<file path="src/rtl/hub75_scan_ctrl_if.sv">
// Pixel read bus between the HUB75 scan sequencer (master) and its pixel source (slave).
// The source answers each address with all segment pixels one cycle later.
interface hub75_scan_ctrl_if #(
  parameter int addr_width_p = 12,
  parameter int segments_p   = 2,
  parameter int bpp_p        = 8
);
  logic [addr_width_p-1:0]                  rd_addr;
  logic [segments_p-1:0][2:0][bpp_p-1:0]    rd_data;

  modport master (output rd_addr, input rd_data);
  modport slave  (input rd_addr, output rd_data);
endinterface

</file>
<file path="src/rtl/hub75_scan_ctrl.sv">
// HUB75 scan sequencer: shifts one bit-plane per row into the panel, latches it and
// enables the LEDs for a binary-code-modulated time before moving to the next plane/row.
module hub75_scan_ctrl #(
  parameter int hpixel_p      = 64,
  parameter int vpixel_p      = 64,
  parameter int bpp_p         = 8,
  parameter int segments_p    = 2,
  parameter int base_cycles_p = 4,
  localparam int rows_p       = vpixel_p / segments_p,
  localparam int row_width_p  = (rows_p > 1) ? $clog2(rows_p) : 1
) (
  input  logic                   clk,
  input  logic                   rst_n,
  input  logic                   i_enable,
  hub75_scan_ctrl_if.master      pix,
  output logic [segments_p-1:0]  o_r,
  output logic [segments_p-1:0]  o_g,
  output logic [segments_p-1:0]  o_b,
  output logic                   o_clk,
  output logic                   o_lat,
  output logic                   o_oe_n,
  output logic [row_width_p-1:0] o_row,
  output logic                   o_frame_done
);

  localparam int addr_width_p  = $clog2(hpixel_p * vpixel_p);
  localparam int col_width_p   = (hpixel_p > 1) ? $clog2(hpixel_p) : 1;
  localparam int plane_width_p = (bpp_p > 1) ? $clog2(bpp_p) : 1;
  localparam int cnt_width_p   = bpp_p + $clog2(base_cycles_p) + 1;

  typedef enum logic [2:0] {
    IDLE,
    SHIFT,
    CLKOUT,
    LATCH,
    DISPLAY,
    BLANK
  } state_t;

  state_t state, next_state;

  logic [row_width_p-1:0]   row;
  logic [plane_width_p-1:0] plane;
  logic [col_width_p-1:0]   col;
  logic [1:0]               phase;
  logic [cnt_width_p-1:0]   disp_cnt;
  logic [cnt_width_p-1:0]   disp_len;

  logic last_col, last_row, last_plane, disp_done;
  logic oe_n_d, lat_d, clk_d, load_rgb, row_load;
  logic [segments_p-1:0] r_bits, g_bits, b_bits;

  assign last_col   = (col == col_width_p'(hpixel_p - 1));
  assign last_row   = (row == row_width_p'(rows_p - 1));
  assign last_plane = (plane == plane_width_p'(bpp_p - 1));
  assign disp_len   = cnt_width_p'(base_cycles_p) << plane;
  assign disp_done  = (disp_cnt == disp_len - cnt_width_p'(1));

  assign pix.rd_addr = addr_width_p'(row) * addr_width_p'(hpixel_p) + addr_width_p'(col);

  for (genvar s = 0; s < segments_p; s++) begin : g_lane
    assign r_bits[s] = pix.rd_data[s][2][plane];
    assign g_bits[s] = pix.rd_data[s][1][plane];
    assign b_bits[s] = pix.rd_data[s][0][plane];
  end

  always_ff @(posedge clk) begin
    if (!rst_n) state <= IDLE;
    else        state <= next_state;
  end

  always_comb begin
    next_state = state;
    case (state)
      IDLE:    if (i_enable) next_state = SHIFT;
      SHIFT:   if (phase == 2'd2 && last_col) next_state = CLKOUT;
      CLKOUT:  next_state = LATCH;
      LATCH:   next_state = DISPLAY;
      DISPLAY: if (disp_done) next_state = BLANK;
      BLANK:   next_state = (last_plane && last_row && !i_enable) ? IDLE : SHIFT;
      default: next_state = IDLE;
    endcase
  end

  // Register inputs are computed from the upcoming state so the pins line up with it.
  always_comb begin
    oe_n_d       = (next_state != DISPLAY);
    lat_d        = (next_state == LATCH);
    clk_d        = (state == SHIFT) && (phase == 2'd2);
    load_rgb     = (state == SHIFT) && (phase == 2'd1);
    row_load     = (next_state == LATCH) && (plane == '0);
    o_frame_done = (state == BLANK) && last_plane && last_row;
  end

  always_ff @(posedge clk) begin
    if (!rst_n) begin
      row      <= '0;
      plane    <= '0;
      col      <= '0;
      phase    <= '0;
      disp_cnt <= '0;
    end else begin
      case (state)
        IDLE: begin
          row   <= '0;
          plane <= '0;
          col   <= '0;
          phase <= '0;
        end
        SHIFT: begin
          if (phase == 2'd2) begin
            phase <= '0;
            col   <= last_col ? '0 : col + 1'b1;
          end else begin
            phase <= phase + 1'b1;
          end
        end
        LATCH:   disp_cnt <= '0;
        DISPLAY: disp_cnt <= disp_cnt + 1'b1;
        BLANK: begin
          if (!last_plane) begin
            plane <= plane + 1'b1;
          end else begin
            plane <= '0;
            row   <= last_row ? '0 : row + 1'b1;
          end
        end
        default: ;
      endcase
    end
  end

  // The row address only moves at the start of LATCH, while the LEDs are blanked.
  always_ff @(posedge clk) begin
    if (!rst_n) begin
      o_r    <= '0;
      o_g    <= '0;
      o_b    <= '0;
      o_clk  <= 1'b0;
      o_lat  <= 1'b0;
      o_oe_n <= 1'b1;
      o_row  <= '0;
    end else begin
      o_clk  <= clk_d;
      o_lat  <= lat_d;
      o_oe_n <= oe_n_d;
      if (load_rgb) begin
        o_r <= r_bits;
        o_g <= g_bits;
        o_b <= b_bits;
      end
      if (row_load) o_row <= row;
    end
  end

endmodule
</file>
<file path="src/flat_wrapper.sv">
// flat-port wrapper written by rule: the top's interface ports become plain ports
module hub75_scan_ctrl_flat 
#(
  parameter int hpixel_p      = 64,
  parameter int vpixel_p      = 64,
  parameter int bpp_p         = 8,
  parameter int segments_p    = 2,
  parameter int base_cycles_p = 4,
  localparam int rows_p       = vpixel_p / segments_p,
  localparam int row_width_p  = (rows_p > 1) ? $clog2(rows_p) : 1
)
  (clk, rst_n, i_enable, o_r, o_g, o_b, o_clk, o_lat, o_oe_n, o_row, o_frame_done, pix_rd_addr, pix_rd_data);
  hub75_scan_ctrl_if #(.segments_p(segments_p), .bpp_p(bpp_p)) pix_i ();
  input  logic clk;
  input  logic rst_n;
  input  logic i_enable;
  output logic [segments_p-1:0] o_r;
  output logic [segments_p-1:0] o_g;
  output logic [segments_p-1:0] o_b;
  output logic o_clk;
  output logic o_lat;
  output logic o_oe_n;
  output logic [row_width_p-1:0] o_row;
  output logic o_frame_done;
  output wire logic [$bits(pix_i.rd_addr)-1:0] pix_rd_addr;
  input wire logic [$bits(pix_i.rd_data)-1:0] pix_rd_data;
  assign pix_rd_addr = pix_i.rd_addr;
  assign pix_i.rd_data = pix_rd_data;
  hub75_scan_ctrl #(.hpixel_p(hpixel_p), .vpixel_p(vpixel_p), .bpp_p(bpp_p), .segments_p(segments_p), .base_cycles_p(base_cycles_p)) u_core (.clk(clk), .rst_n(rst_n), .i_enable(i_enable), .pix(pix_i), .o_r(o_r), .o_g(o_g), .o_b(o_b), .o_clk(o_clk), .o_lat(o_lat), .o_oe_n(o_oe_n), .o_row(o_row), .o_frame_done(o_frame_done));
endmodule
</file>
<file path="config.mk">
export PLATFORM = sky130hd
export DESIGN_NAME = hub75_scan_ctrl_flat
export DESIGN_NICKNAME = d
export VERILOG_FILES = /design/src/rtl/hub75_scan_ctrl_if.sv /design/src/rtl/hub75_scan_ctrl.sv /design/src/flat_wrapper.sv
export SDC_FILE = /design/constraint.sdc
export NUM_CORES = 1
export LEC_CHECK = 0
export CAP_MARGIN = 20
export CORE_UTILIZATION = 25
export DETAILED_ROUTE_END_ITERATION = 7
export GPL_ROUTABILITY_DRIVEN = 0
export REMOVE_ABC_BUFFERS = 1
export SYNTH_ARGS = -nofsm -noshare
export SYNTH_HDL_FRONTEND = slang
export SYNTH_SLANG_ARGS = --single-unit
</file>
<file path="constraint.sdc">
create_clock -name clk -period 3.5 [get_ports clk]
set_clock_uncertainty 0.05 [all_clocks]
set_input_delay 0.7 -clock clk [delete_from_list [all_inputs] [get_ports clk]]
set_output_delay 0.7 -clock clk [all_outputs]
set_load 0.005 [all_outputs]
</file>
Word level (Yosys, flattened, before mapping)
Index checks and enable logic that the tools add are counted.
{"block": "word_totals", "regBits": 44, "latch_bits": 0, "ramBits": 0, "rom_bits": 0, "inputBits": 51, "elab_cells": 81, "n_memories": 0}
{"block": "classes", "add_sub_neg": 7, "multipliers": 0, "n_div": 0, "magnitude_cmp": 1, "eq_ne": 15, "shift": 1, "muxes": 28, "bitwise": 0, "n_reduce_logical": 16}
{"cell": "11-bit case mux with 2 select lines", "n": 1}
{"cell": "1-bit binary-select mux with 3-bit select", "n": 6}
{"cell": "3-bit case mux with 6 select lines", "n": 1}
{"cell": "11-bit by 6-bit adder with 12-bit output", "n": 1}
{"cell": "3-bit two-way mux", "n": 4}
{"cell": "6-bit two-way mux", "n": 2}
{"cell": "6-bit case mux with 2 select lines", "n": 1}
{"cell": "11-bit by 1-bit adder with 11-bit output (second input constant)", "n": 1}
{"cell": "11-bit == test", "n": 1}
{"cell": "3-bit by 3-bit << shifter with 11-bit output (first input constant)", "n": 1}
{"cell": "11-bit by 1-bit subtractor with 11-bit output (second input constant)", "n": 1}
{"cell": "5-bit two-way mux", "n": 2}
{"cell": "5-bit case mux with 2 select lines", "n": 1}
{"cell": "3-bit by 2-bit == test with 1-bit output (second input constant)", "n": 3}
{"cell": "3-bit == test (second input constant)", "n": 3}
{"cell": "1-bit logical AND", "n": 8}
{"cell": "1-bit two-way mux", "n": 7}
{"cell": "6-bit by 1-bit adder with 6-bit output (second input constant)", "n": 1}
{"cell": "6-bit == test (second input constant)", "n": 1}
{"cell": "3-bit logical NOT", "n": 2}
{"cell": "3-bit case mux with 2 select lines", "n": 1}
{"cell": "2-bit nonzero test", "n": 3}
{"cell": "5-bit by 1-bit adder with 5-bit output (second input constant)", "n": 1}
{"cell": "5-bit == test (second input constant)", "n": 1}
{"cell": "12 further kinds", "n": 14}

Logic depth before layout (Yosys ltp)
Gate-level depths: netlist of the first run.
{"block": "depth", "depth_word": 7, "ltp_mapped": 9}

Worst setup path before layout of the first run
No wires, ideal clock.
{"block": "synth_timing", "kind": "flip-flop to flip-flop", "from": "reg u_core.plane[0]", "to": "reg u_core.o_row[0]", "arrival_ns": 2.412, "setup_slack_ns": 0.912, "path_stages_with_launch": 10, "path_buffers": 2, "period_less_slack_ns": 2.588, "path_cell_list": "dfxtp_1 -> buf_2 -> clkbuf_1 -> inv_1 -> ha_1 -> nor4_1 -> xnor2_1 -> or4_4 -> nor2_1 -> o31ai_1"}
{"block": "synth_via", "elab_chain_cells": 7, "word_cells_on_any_way": 12}
{"item": "start, declared", "line_no": "hub75_scan_ctrl.sv:43", "text": "logic [plane_width_p-1:0] plane;"}
{"item": "start signal, assigned", "line_no": "hub75_scan_ctrl.sv:122", "text": "plane <= plane + 1'b1;"}
{"item": "3-bit by 3-bit << shifter with 11-bit output or 3-bit == test (tied branches)", "line_no": "hub75_scan_ctrl.sv:56, hub75_scan_ctrl.sv:55"}
{"item": "11-bit by 1-bit subtractor with 11-bit output or 1-bit logical AND (tied branches)", "line_no": "hub75_scan_ctrl.sv:57, hub75_scan_ctrl.sv:80"}
{"item": "11-bit == test or 1-bit logical AND (tied branches)", "line_no": "hub75_scan_ctrl.sv:57, hub75_scan_ctrl.sv:80"}
{"item": "3-bit two-way mux or 1-bit two-way mux (tied branches)", "line_no": "hub75_scan_ctrl.sv:79, hub75_scan_ctrl.sv:80"}
{"item": "3-bit case mux with 6 select lines", "line_no": "hub75_scan_ctrl.sv:74", "text": "case (state)"}
{"item": "3-bit by 2-bit == test with 1-bit output", "line_no": "hub75_scan_ctrl.sv:91", "text": "row_load = (next_state == LATCH) && (plane == '0);"}
{"item": "1-bit logical AND (*)", "line_no": "hub75_scan_ctrl.sv:91"}
{"item": "end signal, assigned", "line_no": "hub75_scan_ctrl.sv:152", "text": "if (row_load) o_row <= row;"}
{"item": "end, declared", "line_no": "hub75_scan_ctrl.sv:22", "text": "output logic [row_width_p-1:0] o_row,"}
Mark *: on every way between the ends. The rest lies on a longest branch, timed or not.
A chain may end at the register's enable or synchronous reset.

Worst setup path in the final report of the first run
{"block": "layout_timing", "from": "reg u_core.plane[1]", "to": "out o_frame_done"}
{"block": "layout_via", "elab_chain_cells": 3}
{"item": "3-bit == test", "line_no": "hub75_scan_ctrl.sv:55", "text": "assign last_plane = (plane == plane_width_p'(bpp_p - 1));"}
{"item": "1-bit logical AND (2 in a row)", "line_no": "hub75_scan_ctrl.sv:92", "text": "o_frame_done = (state == BLANK) && last_plane && last_row;"}
{"item": "end, declared", "line_no": "flat_wrapper.sv:24", "text": "output logic o_frame_done;"}
No other way between the ends.

==> flow_summary.toml, run 1 <==
[status]
outcome = "completed"

[worst_setup_path]
cpPeakStageDelay_ns = 0.62
rrSetupSlack_ns = 0.84
cpMaxStageDelayCell = "dfxtp_1"
startpoint = "u_core.plane[1]$_SDFFE_PN0P_"
cpMostUsedCell = "ha_1"
cp.depth = 4
crit_family = "flip-flops"
critPathBufInv = 1
worstSetupEndpointType = "primary output"
crit_type = "reg -> out"
r2r-end = "u_core.o_row[0]$_SDFFE_PN0P_"
reg2regPathDepth = 7
cp-endpoint = "o_frame_done"
start_kind = "flop"
cp_data_required_time_ns = 2.75
r2r-start = "u_core.plane[2]$_SDFFE_PN0P_"
critPathArrivalTime_ns = 2.17
path_cells = "ha_1 > ha_1 > and3_1 > clkdlybuf4s50_1"
path_max_fanout = 14

[placement]
dp_hpwl_um = 5240
preCtsSetupSlack_ns = 0.888
port_buffers = 76
place_area_mm2 = 0.00360
placedCellCount = 515

[synth]
ys.flop_type = "dfxtp_1"
synth_warnings = 0
yosysSeqAreaShare = 0.322
synthDistinctLibCells = 54
synth-seq-cells = 44
synth-edff-count = 0
synth_top_family_by_area = "simple AND/OR/NAND/NOR gates"
synth_xor_xnor_area_share = 0.0352
synth_fa_ha_area_frac = 0.0457
yosys.area_share.simple = 0.267
synth_compound_area_frac = 0.200
postSynthCellCount = 319
muxShareOfSynthArea = 0.0841
synthArstFlopShare = 0
netlist_area_mm2 = 0.00274
syn_area_per_cell_um2 = 8.58

[clock_tree]
post_cts_resized = 0
cts_made_buffers = 5
ctsHoldBuffers = 0
clockRootBuffer = "clkbuf_8"
worstSkewPairLatency_ns = 0.30
cts_tree = "done"
post_cts_buffers = 0
clk_pin_slew_worst_paths_ns = 0.09
clk_path_buf_depth = 2
clock-sinks = 44
htree_levels = 2

[global_route]
gr-total-overflow = 0
grt_max_degree = 22
antenna_found_initial = 0
grt_pass1_wl_um = 11800
grt_pass1_vias = 2464
track_usage = 0.126

[timing]
worst_pin_slew_ns = 0.862
whs_ns = 0.446
fin_tns_setup_ns = 0
slew_violations = 0
max_clock_freq_mhz = 342
slew_headroom = 0.423
finalCritPeriodShare = 0.835
rsz0062_at_grt = "false"
setup-violations-final = 0
hold_violations = 0
fin_crit_ns = 2.92
timing.final.ws_setup_ns = 0.576

[cells_and_area]
drive_gt1_frac = 0.0853
nets = 447
utilization = 0.355
final_area_mm2 = 0.00371
layout_commonest_cell = "clkdlybuf4s50_1"
mostFrequentLayoutCells = "76 x clkdlybuf4s50_1, 44 x dfxtp_1, 29 x nand2_1"
synthToLayoutAreaGrowth_pct = 35.6
diodes = 0
fin_cells = 523

[die]
die_y_um = 107
core_mm2 = 0.0105
start_util = 0.262
dieArea_mm2 = 0.0114
rows = 37
ioPinCount = 78
die_x_um = 107

[pwr]
power.total_mw = 1.04
power_density_mw_per_mm2 = 279
p_leak_nw = 1.38
irDropWorstVdd_uv = 139

[job]
maxCapViolCount = 0

[drt]
vias = 2579
firstDrtPassIters = 4
wire_per_inst_um = 13.1
routed_wl_um = 6870
drt_iter0_drc = 145
drt-vias-per-instance = 4.93
drc = 0
detail-route-antenna-nets = 0

[min_path]
min_path_type = "reg -> reg"
==> cell families after synthesis <==
group	Yosys count
other	1
muxes	17
adders and majority gates	10
AOI/OAI and AO/OA	77
and+or+nand+nor	133
buffers and inverters	26
DFF	44
xor gates and xnor gates	11
==> worst min-delay path, delay by kind of cell, from the launching register on <==
family,cells,cell delay (ns)
AO/OA/AOI/OAI,1,0.06
flip-flops,1,0.33
AND/OR/NAND/NOR,1,0.07
==> power breakdown <==
group	switching (mW)	leakage [nW]	internal [mW]
sequential	0.00708	0.355	0.505
clock	0.192	0.0548	0.215
combinational	0.0395	0.974	0.0774
total	0.239	1.38	0.798
==> final cells by class <==
cell class                 count  area [um2]
fill                        1102        6750
multi-input combinational    249        1740
sequential                    44         881
timing repair buffer          79         783
tap                          136         170
clock buffer                   5        68.8
clock inverter                 3        46.3
inverter                       7        26.3
==> layer usage <==
metal  global-route usage  part of all wire
met5                    0                 0
met4               0.0294            0.0074
met3               0.0316             0.061
met2                0.208              0.47
met1                0.165              0.47
==> flip-flops by register name, indices dropped and copies added (netlist names) <==
register / count
u_core.state: 3
u_core.o_lat: 1
u_core.o_g: 2
u_core.phase: 2
u_core.disp_cnt: 11
u_core.col: 6
u_core.row: 5
u_core.o_r: 2
u_core.o_oe_n: 1
u_core.o_clk: 1
u_core.o_b: 2
u_core.o_row: 5
u_core.plane: 3
==> how the worst min path moves through the flow <==
stage,start,end,slack [ns],cells past startpoint
4_1_cts,u_core.o_row[3]$_SDFFE_PN0P_,u_core.o_row[3]$_SDFFE_PN0P_,0.45,2
2_1_floorplan,u_core.o_row[0]$_SDFFE_PN0P_,u_core.o_row[0]$_SDFFE_PN0P_,0.42,2
3_3_place_gp,u_core.o_row[1]$_SDFFE_PN0P_,u_core.o_row[1]$_SDFFE_PN0P_,0.43,2
3_5_place_dp,u_core.o_row[3]$_SDFFE_PN0P_,u_core.o_row[3]$_SDFFE_PN0P_,0.43,2
5_1_grt,u_core.o_row[2]$_SDFFE_PN0P_,u_core.o_row[2]$_SDFFE_PN0P_,0.47,2
6_report,u_core.o_row[3]$_SDFFE_PN0P_,u_core.o_row[3]$_SDFFE_PN0P_,0.45,2
==> synth_stat cells (all sizes together) (8+ instances only) <==
library cell | count | share of area
clkbuf | 13 | 0.018
nand2 | 29 | 0.040
and2 | 10 | 0.024
a21oi | 17 | 0.032
o21ai | 10 | 0.018
and3 | 8 | 0.018
nor2 | 22 | 0.030
dfxtp | 44 | 0.32
ha | 10 | 0.046
nor2b | 12 | 0.027
a221oi | 12 | 0.038
mux2 | 8 | 0.033
nand3 | 12 | 0.022
No activity file was read; power rests on OpenSTA's default activity.
==> run 2: changes to the inputs <==
==> constraint.sdc (replaced) <==
create_clock -name clk -period 2.95 [get_ports clk]
set_clock_uncertainty 0.05 [all_clocks]
set_input_delay 0.59 -clock clk [delete_from_list [all_inputs] [get_ports clk]]
set_output_delay 0.59 -clock clk [all_outputs]
set_load 0.005 [all_outputs]
==> run 2 against run 1 <==
Sequential cell count is the same. Worst hold slack lost 0.0034 ns. First-iteration DRC count shrank 5.5%. Register-to-register slack lost 0.28 ns. Setup slack lost 0.32 ns. Sequential share of layout area shrank 0.16 points. Cell area grew 0.81%. Critical endpoint unchanged. Via count shrank 0.74%. Non-clock buffer count grew 2. Cell count grew 0.19%. Largest cell class unchanged.
==> flow_summary.toml, run 2 (synthesis results as in run 1) <==
[status]
outcome = "completed"

[cells_and_area]
synthToLayoutAreaGrowth_pct = 36.7
seq_area_um2 = 882
nets = 449
mostFrequentLayoutCells = "76 x clkdlybuf4s50_1, 43 x dfxtp_1, 29 x nand2_1"
layout_commonest_cell = "clkdlybuf4s50_1"
utilization = 0.358
drive_gt1_frac = 0.0902
top_regs = "u_core.disp_cnt: 11 flops, u_core.col: 6 flops"
regMostFlops = "u_core.disp_cnt"
nFillCells = 1094
fin_cells = 524
largest_reg_flops = 11
diodes = 0
multiInputGateArea_mm2 = 0.00174

[min_path]
min_path_type = "reg -> reg"
hp-start = "u_core.o_row[3]$_SDFFE_PN0P_"

[global_route]
gr-total-overflow = 0
grt_max_degree = 44
grt_pass1_vias = 2418
track_usage = 0.121
grt_pass1_wl_um = 11400
antenna_found_initial = 0

[worst_setup_path]
cpPeakStageDelay_ns = 0.64
rrSetupSlack_ns = 0.56
critPathArrivalTime_ns = 2.06
path_max_fanout = 16
cp_data_required_time_ns = 2.31
cpMaxStageDelayCell = "dfxtp_1"
r2r-start = "u_core.state[2]$_SDFF_PN0_"
reg2regPathDepth = 5
startpoint = "u_core.state[2]$_SDFF_PN0_"
r2r-end = "u_core.o_row[3]$_SDFFE_PN0P_"
crit_type = "reg -> out"
path_cells = "nand2b_1 > nor2_1 > and3_1 > clkdlybuf4s50_1"
worstSetupEndpointType = "primary output"
cp-endpoint = "o_frame_done"
start_kind = "flop"

[timing]
slew_violations = 0
hold_violations = 0
fin_crit_ns = 2.70
setup-violations-final = 0
finalCritPeriodShare = 0.914
slew_headroom = 0.495
rsz0062_at_grt = "false"
timing.final.ws_setup_ns = 0.252
worst_pin_slew_ns = 0.756
fin_tns_setup_ns = 0
max_clock_freq_mhz = 371

[clock_tree]
clockRootBuffer = "clkbuf_8"
post_cts_buffers = 0
htree_levels = 2
clk_pin_slew_worst_paths_ns = 0.08
cts_made_buffers = 5
clock-sinks = 44
clk_path_buf_depth = 2
worstSkewPairLatency_ns = 0.30
ctsHoldBuffers = 0
cts_tree = "done"

[drt]
detail-route-antenna-nets = 0
drt-vias-per-instance = 4.89
wire_per_inst_um = 13.0
drt_iter0_drc = 137
vias = 2560
firstDrtPassIters = 5
drc = 0
routed_wl_um = 6810

[die]
start_util = 0.262
die_y_um = 107
ioPinCount = 78
rows = 37
die_x_um = 107
dieArea_mm2 = 0.0114
core_mm2 = 0.0105

[placement]
preCtsSetupSlack_ns = 0.431
placedCellCount = 517
dp_hpwl_um = 5040
port_buffers = 76

[pwr]
p_leak_nw = 1.41
irDropWorstVdd_uv = 255
power_density_mw_per_mm2 = 345

[job]
maxCapViolCount = 0
[run 2: cell types whose count changed in the layout (fill, tap and decap cells not counted), sizes merged]
| cell | change |
|---|---|
| buf | +2 |
| clkinvlp | -1 |
| inv | -1 |
| bufinv | +1 |
[run 2: area by class of cell]
cell class / count / share of cell area
inverter: 7 / 0.00702
timing repair buffer: 81 / 0.213
multi-input combinational: 249 / 0.464
tap: 136 / 0.0455
sequential: 44 / 0.236
clock inverter: 2 / 0.0161
clock buffer: 5 / 0.0184
[run 2: worst min path at each step]
stage                                               to  slack [ns]  cells past startpoint
final                     u_core.o_row[3]$_SDFFE_PN0P_        0.44                      2
after global routing      u_core.o_row[2]$_SDFFE_PN0P_        0.47                      2
after CTS                 u_core.o_row[3]$_SDFFE_PN0P_        0.44                      2
after detailed placement  u_core.o_row[3]$_SDFFE_PN0P_        0.43                      2
after global placement    u_core.o_row[1]$_SDFFE_PN0P_        0.43                      2
after floorplan           u_core.o_row[0]$_SDFFE_PN0P_        0.42                      2
[run 2: where the power goes]
group	internal [mW]	switching (mW)	leakage [nW]
Sequential	0.599	0.00391	0.356
Combinational	0.0929	0.0516	0.986
Clock	0.334	0.211	0.0642
[run 2: layer usage]
| metal | global-route usage | vias up | share of wire |
|---|---|---|---|
| met5 | 0 | - | 0 |
| met3 | 0.0298 | 2 | 0.054 |
| li1 | - | 1308 | - |
| met4 | 0.0176 | 0 | 0.0022 |
| met1 | 0.161 | 1181 | 0.49 |
| met2 | 0.201 | 69 | 0.45 |
[run 2: per-stage QoR]
step           total power [mW]  area (um2)  hold WS (ns)
6_report                   1.29        3740         0.443
5_1_grt                    1.35        3740         0.470
4_1_cts                    1.31        3740         0.443
3_5_place_dp              0.762        3610         0.429
3_3_place_gp              0.761        3610         0.428
2_1_floorplan             0.667        2640         0.424
[run 2: worst max-delay path, delay by kind of cell (launching register included)]
family | cells | cell delay, ns
flip-flops | 1 | 0.64
AND/OR/NAND/NOR | 3 | 0.61
buffers and inverters | 1 | 0.50
[run 2: timing repair]
action / 4_1_cts / 5_1_grt
endpoints found under the setup margin: 0 / 1
hold endpoints to repair: 0 / 0
gates resized for setup: 0 / 1
==> run 3: changes to the inputs <==
--- a/config.mk
+++ b/config.mk
@@ -5,8 +5,10 @@
 export SDC_FILE = /design/constraint.sdc
 export NUM_CORES = 1
 export LEC_CHECK = 0
+export ABC_AREA = 1
 export CAP_MARGIN = 20
 export CORE_UTILIZATION = 25
+export CTS_BUF_LIST = sky130_fd_sc_hd__clkbuf_8 sky130_fd_sc_hd__clkbuf_16
 export DETAILED_ROUTE_END_ITERATION = 7
 export GPL_ROUTABILITY_DRIVEN = 0
 export REMOVE_ABC_BUFFERS = 1
==> constraint.sdc (replaced) <==
create_clock -name clk -period 2.7 [get_ports clk]
set_clock_uncertainty 0.05 [all_clocks]
set_input_delay 0.54 -clock clk [delete_from_list [all_inputs] [get_ports clk]]
set_output_delay 0.54 -clock clk [all_outputs]
set_load 0.005 [all_outputs]
==> run 3 against run 2 <==
Non-clock buffer count fell by 2. Utilization rose by 0.62 points. Via count rose by 7.9%. Sequential cell count did not move. Total power rose by 3.1%. Routed wire length rose by 11%. Setup slack got worse by 0.11 ns. Combinational power rose by 13%. Count of clock-buffer cells in the layout did not move. Largest power group unchanged. Critical endpoint unchanged. Highest routed layer unchanged. Die area fell by 5.1%.
==> flow_summary.toml, run 3 <==
[cells_and_area]
diodes = 0
synthToLayoutAreaGrowth_pct = 38.9
mostFrequentLayoutCells = "82 x nor2_1, 76 x clkdlybuf4s50_1, 71 x nand2_1"
fin_cells = 610
nets = 537
largest_reg_flops = 11
regMostFlops = "u_core.disp_cnt"
top_regs = "u_core.disp_cnt: 11 flops, u_core.col: 6 flops"
drive_gt1_frac = 0.0650
layout_commonest_cell = "nor2_1"

[pwr]
p_leak_nw = 1.39
power_density_mw_per_mm2 = 370
clkPwrFrac = 0.375
pwr-share-seq = 0.502
internal_power_mw = 1.03
p_switching_mw = 0.303
swShare = 0.227
irDropWorstVdd_uv = 184
pwr-share-comb = 0.123

[timing]
timing.final.ws_setup_ns = 0.141
slew_violations = 0
setup-violations-final = 0
fin_tns_setup_ns = 0
hold_violations = 0
max_clock_freq_mhz = 391
whs_ns = 0.444
finalCritPeriodShare = 0.948
fin_crit_ns = 2.56

[drt]
vias = 2761
drc = 0
routed_wl_um = 7530
wire_per_inst_um = 12.3
drt_iter0_drc = 140
detail-route-antenna-nets = 0
drt-vias-per-instance = 4.53
firstDrtPassIters = 5

[global_route]
track_usage = 0.142
gr-total-overflow = 0
grt_pass1_wl_um = 12500
grt_pass1_vias = 2645
antenna_found_initial = 0
grt_max_degree = 29

[die]
die_y_um = 104
die_x_um = 104
rows = 36
core_mm2 = 0.00991
start_util = 0.262
ioPinCount = 78
dieArea_mm2 = 0.0108

[clock_tree]
ctsHoldBuffers = 0
clock-sinks = 44
clockRootBuffer = "clkbuf_8"
worstSkewPairLatency_ns = 0.29
clk_pin_slew_worst_paths_ns = 0.09
cts_made_buffers = 5
htree_levels = 2
clk_path_buf_depth = 2
cts_tree = "done"

[min_path]
hp-start = "u_core.phase[1]$_SDFFE_PN0P_"
min_path_type = "reg -> reg"
hold_path_end = "u_core.phase[1]$_SDFFE_PN0P_"
hold_depth = 2

[status]
outcome = "completed"

[worst_setup_path]
worstSetupEndpointType = "primary output"
critPathArrivalTime_ns = 1.97
crit_family = "buffers and inverters"
path_max_fanout = 8
r2r-start = "u_core.plane[0]$_SDFFE_PN0P_"
rrSetupSlack_ns = 0.85
cpPeakStageDelay_ns = 0.52
reg2regPathDepth = 12
crit_type = "reg -> out"
r2r-end = "u_core.state[0]$_SDFF_PN0_"
cpMaxStageDelayCell = "clkdlybuf4s50_1"
cpMostUsedCell = "ha_1"
path_cells = "ha_1 > ha_1 > nand2_1 > nor2_2 > clkdlybuf4s50_1"
start_kind = "flop"
critPathBufInv = 1
cp_data_required_time_ns = 2.11

[synth]
synth-seq-cells = 44
synth_warnings = 0
synth.most_common_cell = "nor2_1"
synth_top_area_frac = 0.339
synthDistinctLibCells = 34
syn_area_per_cell_um2 = 6.47
synth-edff-count = 0
postSynthCellCount = 401
yosysSeqAreaShare = 0.339
yosys.area.top_type = "dfxtp_1"
yosys-top-cells-area = "dfxtp_1 34%, nor2_1 12%, nand2_1 10%"
synthArstFlopShare = 0
ys.flop_type = "dfxtp_1"
synth_commonest_cells = "83 x nor2_1, 71 x nand2_1, 53 x o21ai_0"
netlist_area_mm2 = 0.00259

[placement]
port_buffers = 76
preCtsSetupSlack_ns = 0.379
placedCellCount = 602
dp_hpwl_um = 5660

[job]
maxCapViolCount = 0
==> run 3: metal layers <==
metal,wire length [um],vias up,track usage
li1,-,1451,-
met1,3630,1237,0.188
met2,3450,66,0.230
met3,377,7,0.0307
met4,69,0,0.0439
met5,0,-,0
==> run 3: stage by stage <==
| stage | power (mW) | instance area, um2 | utilization |
|---|---|---|---|
| after global placement | 0.847 | 3480 | 0.352 |
| final | 1.33 | 3600 | 0.364 |
| after floorplan | 0.738 | 2530 | - |
| after detailed placement | 0.848 | 3480 | 0.352 |
| after global routing | 1.40 | 3600 | 0.364 |
| after CTS | 1.35 | 3590 | 0.363 |
==> run 3: layout make-up <==
cell class / instances / area [um2]
flip-flops and latches: 44 / 883
inverters: 43 / 161
multi-input cells: 303 / 1500
clock buffers: 5 / 68.8
clock inverters: 3 / 38.8
fillers: 1045 / 6300
repair buffers: 79 / 783
well taps: 133 / 166
==> run 3: timing repair <==
item	CTS	global route
setup buffers	0	0
gates resized for setup	0	5
endpoints found under the setup margin	0	1
==> run 3: cell families after synthesis <==
kind of cell / after synthesis / synth area share
DFF: 44 / 0.339
AOI/OAI and AO/OA: 95 / 0.196
other: 1 / 0.00145
xor gates and xnor gates: 3 / 0.0101
adders and majority gates: 10 / 0.0482
and+or+nand+nor: 194 / 0.320
buffers and inverters: 54 / 0.0853
==> run 3: power groups by stage <==
stage          sequential [mW]  clock [mW]  combinational (mW)
2_1_floorplan            0.683           0              0.0556
3_3_place_gp             0.683           0               0.165
3_5_place_dp             0.684           0               0.164
4_1_cts                  0.668       0.512               0.165
5_1_grt                  0.671       0.546               0.181
6_report                 0.669       0.499               0.164
==> run 3: how the worst max path moves through the flow <==
| stage | startpoint | endpoint | slack (ns) | cells past startpoint |
|---|---|---|---|---|
| finish | u_core.plane[1]$_SDFFE_PN0P_ | o_frame_done | 0.14 | 5 |
| global route | u_core.row[1]$_SDFFE_PN0P_ | o_frame_done | -0.02 | 7 |
| CTS | u_core.row[1]$_SDFFE_PN0P_ | o_frame_done | 0.02 | 7 |
| detailed placement | u_core.row[1]$_SDFFE_PN0P_ | o_frame_done | 0.38 | 7 |
| global placement | u_core.row[0]$_SDFFE_PN0P_ | o_frame_done | 0.41 | 7 |
| floorplan | u_core.plane[0]$_SDFFE_PN0P_ | u_core.state[0]$_SDFF_PN0_ | 0.56 | 11 |
==> run 3: worst reg2reg max path, stage by stage, from the launching register on <==
cell and delay [ns]:
dfxtp_1 0.34, buf_4 0.28, inv_1 0.13, ha_1 0.27, inv_1 0.09, nand2_1 0.05
nand2_1 0.06, nand2_1 0.04, nor2_1 0.13, nand2_1 0.06, nor2_1 0.08, nand2_1 0.07
a21oi_1 0.11
